<file path="config.mk">
export PLATFORM = sky130hd
export DESIGN_NAME = tt_um_sample_sequencer
export DESIGN_NICKNAME = d
export VERILOG_FILES = /design/src/rtl/sample_seq_pkg.sv /design/src/rtl/sample_tick_gen.sv /design/src/rtl/tt_um_sample_sequencer.sv
export SDC_FILE = /design/constraint.sdc
export NUM_CORES = 1
export LEC_CHECK = 0
export BUFFER_PORTS_ARGS = -buffer_cell sky130_fd_sc_hd__buf_2
export CORE_MARGIN = 4
export CORE_UTILIZATION = 64
export DETAILED_ROUTE_END_ITERATION = 12
export GPL_TIMING_DRIVEN = 0
export PLACE_DENSITY_LB_ADDON = 0.12
export SLEW_MARGIN = 0
export SYNTH_ARGS = -nofsm -noshare
export SYNTH_HDL_FRONTEND = slang
export SYNTH_SLANG_ARGS = --single-unit
</file>
<file path="constraint.sdc">
create_clock -name clk -period 8.6 [get_ports clk]
set_clock_uncertainty 0.1 [all_clocks]
set_input_delay 2.58 -clock clk [delete_from_list [all_inputs] [get_ports clk]]
set_output_delay 2.58 -clock clk [all_outputs]
set_load 0.02 [all_outputs]
</file>
<file path="src/rtl/sample_seq_pkg.sv">
// Shared FSM state type and uio bit positions for the sample sequencer.
package sample_seq_pkg;

    typedef enum logic [1:0] {
        ST_IDLE    = 2'd0,
        ST_CAPTURE = 2'd1,
        ST_PLAY    = 2'd2
    } state_t;

    // uio_in control bits
    localparam int CAP_BIT   = 0;
    localparam int PLAY_BIT  = 1;
    localparam int ABORT_BIT = 2;

    // uio_out status bits
    localparam int CAPTURING_BIT = 4;
    localparam int PLAYING_BIT   = 5;
    localparam int FULL_BIT      = 6;
    localparam int DONE_BIT      = 7;

    localparam logic [7:0] UIO_OE_MASK = 8'hF0;

endpackage

</file>
<file path="src/rtl/sample_tick_gen.sv">
// Sample-rate divider: one-cycle tick every TICK_DIV enabled cycles after a clear.
module sample_tick_gen #(
    parameter logic [23:0] TICK_DIV = 24'd10_000
) (
    input  logic clk,
    input  logic rst_n,
    input  logic clear,
    input  logic enable,
    output logic tick
);

    localparam logic [23:0] LAST = TICK_DIV - 24'd1;

    logic [23:0] cnt;

    assign tick = enable && (cnt == LAST);

    // NOTE: sequential state uses non-blocking assignments so every flop samples pre-edge values.
    always_ff @(posedge clk or negedge rst_n) begin
        if (!rst_n) begin
            cnt <= '0;
        end else if (clear) begin
            cnt <= '0;
        end else if (enable) begin
            cnt <= (cnt == LAST) ? '0 : cnt + 24'd1;
        end
    end

endmodule

</file>
<file path="src/rtl/tt_um_sample_sequencer.sv">
// Capture/playback sample sequencer. Define SAMPLE_SEQ_LOOP_PLAY_EN for looping playback
// until abort; the default build plays the buffer once.
module tt_um_sample_sequencer
    import sample_seq_pkg::*;
#(
    parameter logic [23:0] TICK_DIV = 24'd10_000,
    parameter int          DEPTH    = 8
) (
    input  logic       clk,
    input  logic       rst_n,
    input  logic       ena,
    input  logic [7:0] ui_in,
    input  logic [7:0] uio_in,
    output logic [7:0] uo_out,
    output logic [7:0] uio_out,
    output logic [7:0] uio_oe
);

    localparam int PTR_W = $clog2(DEPTH);
    localparam int CNT_W = PTR_W + 1;
    localparam logic [PTR_W-1:0] LAST_PTR = PTR_W'(DEPTH - 1);

    state_t           state;
    logic [2:0]       ctl_s;
    logic [2:0]       ctl_p;
    logic [2:0]       ctl_rise;
    logic [PTR_W-1:0] wr_ptr;
    logic [PTR_W-1:0] rd_ptr;
    logic [CNT_W-1:0] count;
    logic             full;
    logic             done;
    logic [7:0]       play_data;
    logic [7:0]       sample_buf [DEPTH];
    logic             tick;
    logic             start_cap;
    logic             start_play;
    logic             last_read;
    logic             unused_ctl;

    assign unused_ctl = &{1'b0, uio_in[7:3]};

    assign ctl_rise   = ctl_s & ~ctl_p;
    assign start_cap  = (state == ST_IDLE) && ctl_rise[CAP_BIT] && !ctl_rise[ABORT_BIT];
    assign start_play = (state == ST_IDLE) && ctl_rise[PLAY_BIT] && !ctl_rise[CAP_BIT]
                        && !ctl_rise[ABORT_BIT] && (count != '0);
    assign last_read  = ({1'b0, rd_ptr} == count - CNT_W'(1));

    sample_tick_gen #(.TICK_DIV(TICK_DIV)) u_tick (
        .clk    (clk),
        .rst_n  (rst_n),
        .clear  (ena && (start_cap || start_play)),
        .enable (ena && (state != ST_IDLE)),
        .tick   (tick)
    );

    always_ff @(posedge clk or negedge rst_n) begin
        if (!rst_n) begin
            state     <= ST_IDLE;
            ctl_s     <= '0;
            ctl_p     <= '0;
            wr_ptr    <= '0;
            rd_ptr    <= '0;
            count     <= '0;
            full      <= 1'b0;
            done      <= 1'b0;
            play_data <= '0;
        end else if (ena) begin
            ctl_s <= uio_in[2:0];
            ctl_p <= ctl_s;
            case (state)
                ST_IDLE: begin
                    if (start_cap) begin
                        count  <= '0;
                        wr_ptr <= '0;
                        full   <= 1'b0;
                        done   <= 1'b0;
                        state  <= ST_CAPTURE;
                    end else if (start_play) begin
                        rd_ptr <= '0;
                        done   <= 1'b0;
                        state  <= ST_PLAY;
                    end
                end
                ST_CAPTURE: begin
                    if (tick) begin
                        wr_ptr <= wr_ptr + PTR_W'(1);
                        count  <= count + CNT_W'(1);
                        if (wr_ptr == LAST_PTR) begin
                            full  <= 1'b1;
                            done  <= 1'b1;
                            state <= ST_IDLE;
                        end
                    end
                    if (ctl_rise[ABORT_BIT]) state <= ST_IDLE;
                end
                ST_PLAY: begin
                    if (tick) begin
                        play_data <= sample_buf[rd_ptr];
                        rd_ptr    <= rd_ptr + PTR_W'(1);
                        if (last_read) begin
`ifdef SAMPLE_SEQ_LOOP_PLAY_EN
                            rd_ptr <= '0;
`else
                            done  <= 1'b1;
                            state <= ST_IDLE;
`endif
                        end
                    end
                    // An abort on a tick cycle still lets that tick's read land first.
                    if (ctl_rise[ABORT_BIT]) state <= ST_IDLE;
                end
                default: state <= ST_IDLE;
            endcase
        end
    end

    // NOTE: the sample memory has no reset so it maps onto plain storage without a reset net.
    always_ff @(posedge clk) begin
        if (tick && (state == ST_CAPTURE)) sample_buf[wr_ptr] <= ui_in;
    end

    // NOTE: every output bit gets a default first so no latch is inferred.
    always_comb begin
        uio_out                = 8'h00;
        uio_out[CAPTURING_BIT] = (state == ST_CAPTURE);
        uio_out[PLAYING_BIT]   = (state == ST_PLAY);
        uio_out[FULL_BIT]      = full;
        uio_out[DONE_BIT]      = done;
    end

    assign uo_out = play_data;
    assign uio_oe = UIO_OE_MASK;

endmodule

</file>
==> results.sh <==
export IMPL_clk_pin_slew_ns=0.06
export IMPL_ctsHoldBuffers=0
export IMPL_h_tree_depth=4
export IMPL_yosysSeqAreaShare=0.582
export IMPL_crit_fanout=9
export IMPL_synth_xor_area_frac=0.0190
export IMPL_synth_top_family_by_area="simple AND/OR/NAND/NOR gates"
export IMPL_diodes=0
export IMPL_synthAdderAreaFrac=0.0226
export IMPL_synth_area_leader_cell="edfxtp_1"
export IMPL_pin_count=43
export IMPL_insertion_delay_ns=0.52
export IMPL_port_buffers=24
export IMPL_r2r_start="u_tick.cnt[0]"
export IMPL_fp_dieW_um=101
export IMPL_wl_per_cell_um=18.7
export IMPL_routabilityCongestion=0.990
export IMPL_vias=3752
export IMPL_cts_buffers=17
export IMPL_hold_path_end="uo_out[2]"
export IMPL_path_class="primary input to register"
export IMPL_drive_above_1_share=0.226
export IMPL_cts_resized=0
export IMPL_crit_arrival_ns=4.85
export IMPL_avgViaCountPerCell=6.19
export IMPL_muxShareOfSynthArea=0.0993
export IMPL_ys_types=70
export IMPL_pre_cts_slack_ns=3.06
export IMPL_cts_tree="yes"
export IMPL_period_share=0.562
export IMPL_max_freq_ghz=0.207
export IMPL_status="finished, final reports clean"
export IMPL_critPathRequiredTime_ns=8.62
export IMPL_crit_path_end_kind="register"
export IMPL_grt_pass1_vias=3647
export IMPL_synth_compound_area_share=0.0884
export IMPL_ant_nets=0
export IMPL_start_util=0.667
export IMPL_drt_iter0_drc=306
export IMPL_vdd_drop_max_uv=143
export IMPL_worstMarginPinSlew_ns=1.23
export IMPL_power_density_nw_per_um2=244
export IMPL_ctsLongestPathBuffers=2
export IMPL_yosys_top_cells_area="edfxtp_1 (35%), dfrtp_1 (24%), mux4_2 (6.5%), ha_1 (2.3%), nand2_1 (2.2%)"
export IMPL_gr_usage_all_layers=0.245
export IMPL_slew_violations=0
export IMPL_async_reset_ff_frac=0.448
export IMPL_slew_headroom=0.172
export IMPL_dieArea_um2=10200
export IMPL_synth_edff_count=64
export IMPL_worstReg2RegEnd="sample_buf[1][4]"
export IMPL_synth_area_per_cell_um2=12.7
export IMPL_hp_class="register to register"
export IMPL_yosys_most_used_dff="edfxtp_1"
export IMPL_grt_first_pass_wirelength_mm=18.8
export IMPL_clock_sinks=116
export IMPL_drc=0
export IMPL_hold_viol=0
export IMPL_syn_inst=435
export IMPL_coreArea_um2=8300
export IMPL_hold_depth=2
export IMPL_dp_hpwl_mm=7.61
export IMPL_dieHeight_um=101
export IMPL_rows=33
export IMPL_cp_startpoint="ena"
export IMPL_max_cap_violations=0
export IMPL_rsz0062_at_grt="false"
export IMPL_start_kind="primary input"
export IMPL_p_leak_uw=0.00243
export IMPL_r2r_slack_ns=4.88
export IMPL_yosys_warnings=0
export IMPL_wl_mm=11.4
export IMPL_reg2regPathDepth=6
export IMPL_fin_nets=517
export IMPL_synthToLayoutAreaGrowth_pct=15.8
export IMPL_layout_setup_ws_ns=3.77
export IMPL_overflow=0
export IMPL_hold_path_startpoint="uo_out[2]"
export IMPL_grt_max_degree=53
export IMPL_yosys_area_share_simple=0.145
export IMPL_final_setup_tns_ns=0
export IMPL_synth_seq_cells=116
export IMPL_dr_pass1_iters=5
export IMPL_finalCriticalPeriod_ns=4.83
export IMPL_synth_top_area_share=0.347
export IMPL_post_cts_setup_buffers=0
export IMPL_clockRootBuffer="clkbuf_8"
export IMPL_synth_area_um2=5530
export IMPL_setup_viol=0
export IMPL_antenna_found_initial=0
-- how the worst max path moves through the flow --
stage                            end  slack [ns]  cells after the start
finish              sample_buf[1][4]        3.77                      5
global placement    sample_buf[0][4]        3.22                      5
floorplan           sample_buf[0][0]        3.98                      5
global route        sample_buf[1][4]        3.59                      5
CTS                 sample_buf[0][6]        3.63                      5
detailed placement  sample_buf[0][4]        3.06                      5
-- cell families after synthesis --
logic type,count (synthesis)
AND/OR/NAND/NOR,146
buffers and inverters,43
AO/OA/AOI/OAI,72
adder cells (fa/ha/maj),10
multiplexers,34
XOR/XNOR,12
flip-flops,116
other,2
-- sequential cells by signal, summed over array words and instances (netlist names) --
signal / cells
rd_ptr: 3
u_tick.cnt: 24
wr_ptr: 3
sample_buf: 64
full: 1
ctl_s: 3
count: 4
done: 1
state: 2
uo_out: 8
ctl_p: 3
-- critical path: stages --
cell and delay, ns:
buf_6 0.10, nand2b_1 0.12, nor4_1 0.76, nand2_1 0.28, nor3_1 1.00
-- routing by layer --
metal / track usage / vias to the layer above / wire (um)
li1: - / 1743 / -
met1: 0.359 / 1827 / 5020
met2: 0.370 / 164 / 5350
met3: 0.0547 / 18 / 852
met4: 0.0736 / 0 / 135
met5: 0 / - / 0
-- synthesized netlist by cell type, drive strengths merged (3+ instances only) --
cell type   n
edfxtp     64
dfrtp      52
nand2      33
nor2       25
nand3      23
o21ai      21
buf        19
mux4       16
a21oi      15
inv        14
mux2i      11
ha         10
clkbuf      9
nor4        9
xnor2       9
nand4       8
or3         8
a22o        7
mux2        7
or4         7
and3        5
nand2b      5
nor2b       4
nor3        4
o211ai      4
a2111oi     3
a21boi      3
xor2        3
-- placed cells by master (no fill, tap or decap), types with 4 or more instances in the layout --
master and n:
edfxtp_1 64, dfrtp_1 52, nand2_1 33, buf_2 27, nor2_1 25, nand3_1 22
mux4_2 16, clkbuf_16 16, inv_1 14, a21oi_1 14, buf_4 14, o21ai_0 13
conb_1 12, mux2i_1 11, ha_1 10, xnor2_1 9, clkbuf_1 8, nor4_1 8
nand4_1 8, or3_1 8, o21ai_1 8, a22o_1 7, inv_6 7, mux2_2 6
nand2b_1 5, or4_1 5, nor2b_1 4, o211ai_1 4
-- stage by stage --
| stage | cells | utilization | instance area (um^2) | power, uW | hold WS (ns) |
|---|---|---|---|---|---|
| floorplan | 445 | - | 5570 | 817 | 0.359 |
| global placement | 574 | 0.702 | 5820 | 874 | 0.358 |
| detailed placement | 574 | 0.702 | 5820 | 882 | 0.367 |
| CTS | 606 | 0.772 | 6410 | 1570 | 0.380 |
| global route | 606 | 0.773 | 6410 | 1630 | 0.404 |
| finish | 606 | 0.773 | 6410 | 1570 | 0.376 |
-- layout make-up --
cell class                      count  area [um^2]
Multi-Input combinational cell    286         2120
Fill cell                         479         1890
Sequential cell                   116         3220
Clock buffer                       17          414
Inverter                           14         52.6
Clock inverter                     15          169
Timing Repair Buffer               24          120
Tap cell                          105          131
Buffer                             29          181
-- power by group --
part,total (uW),internal (uW),switching [uW]
Combinational,212,84.6,128
Sequential,663,621,42.2
Clock,692,420,272
Total,1570,1130,442
Power figures use the tool's default switching activity.
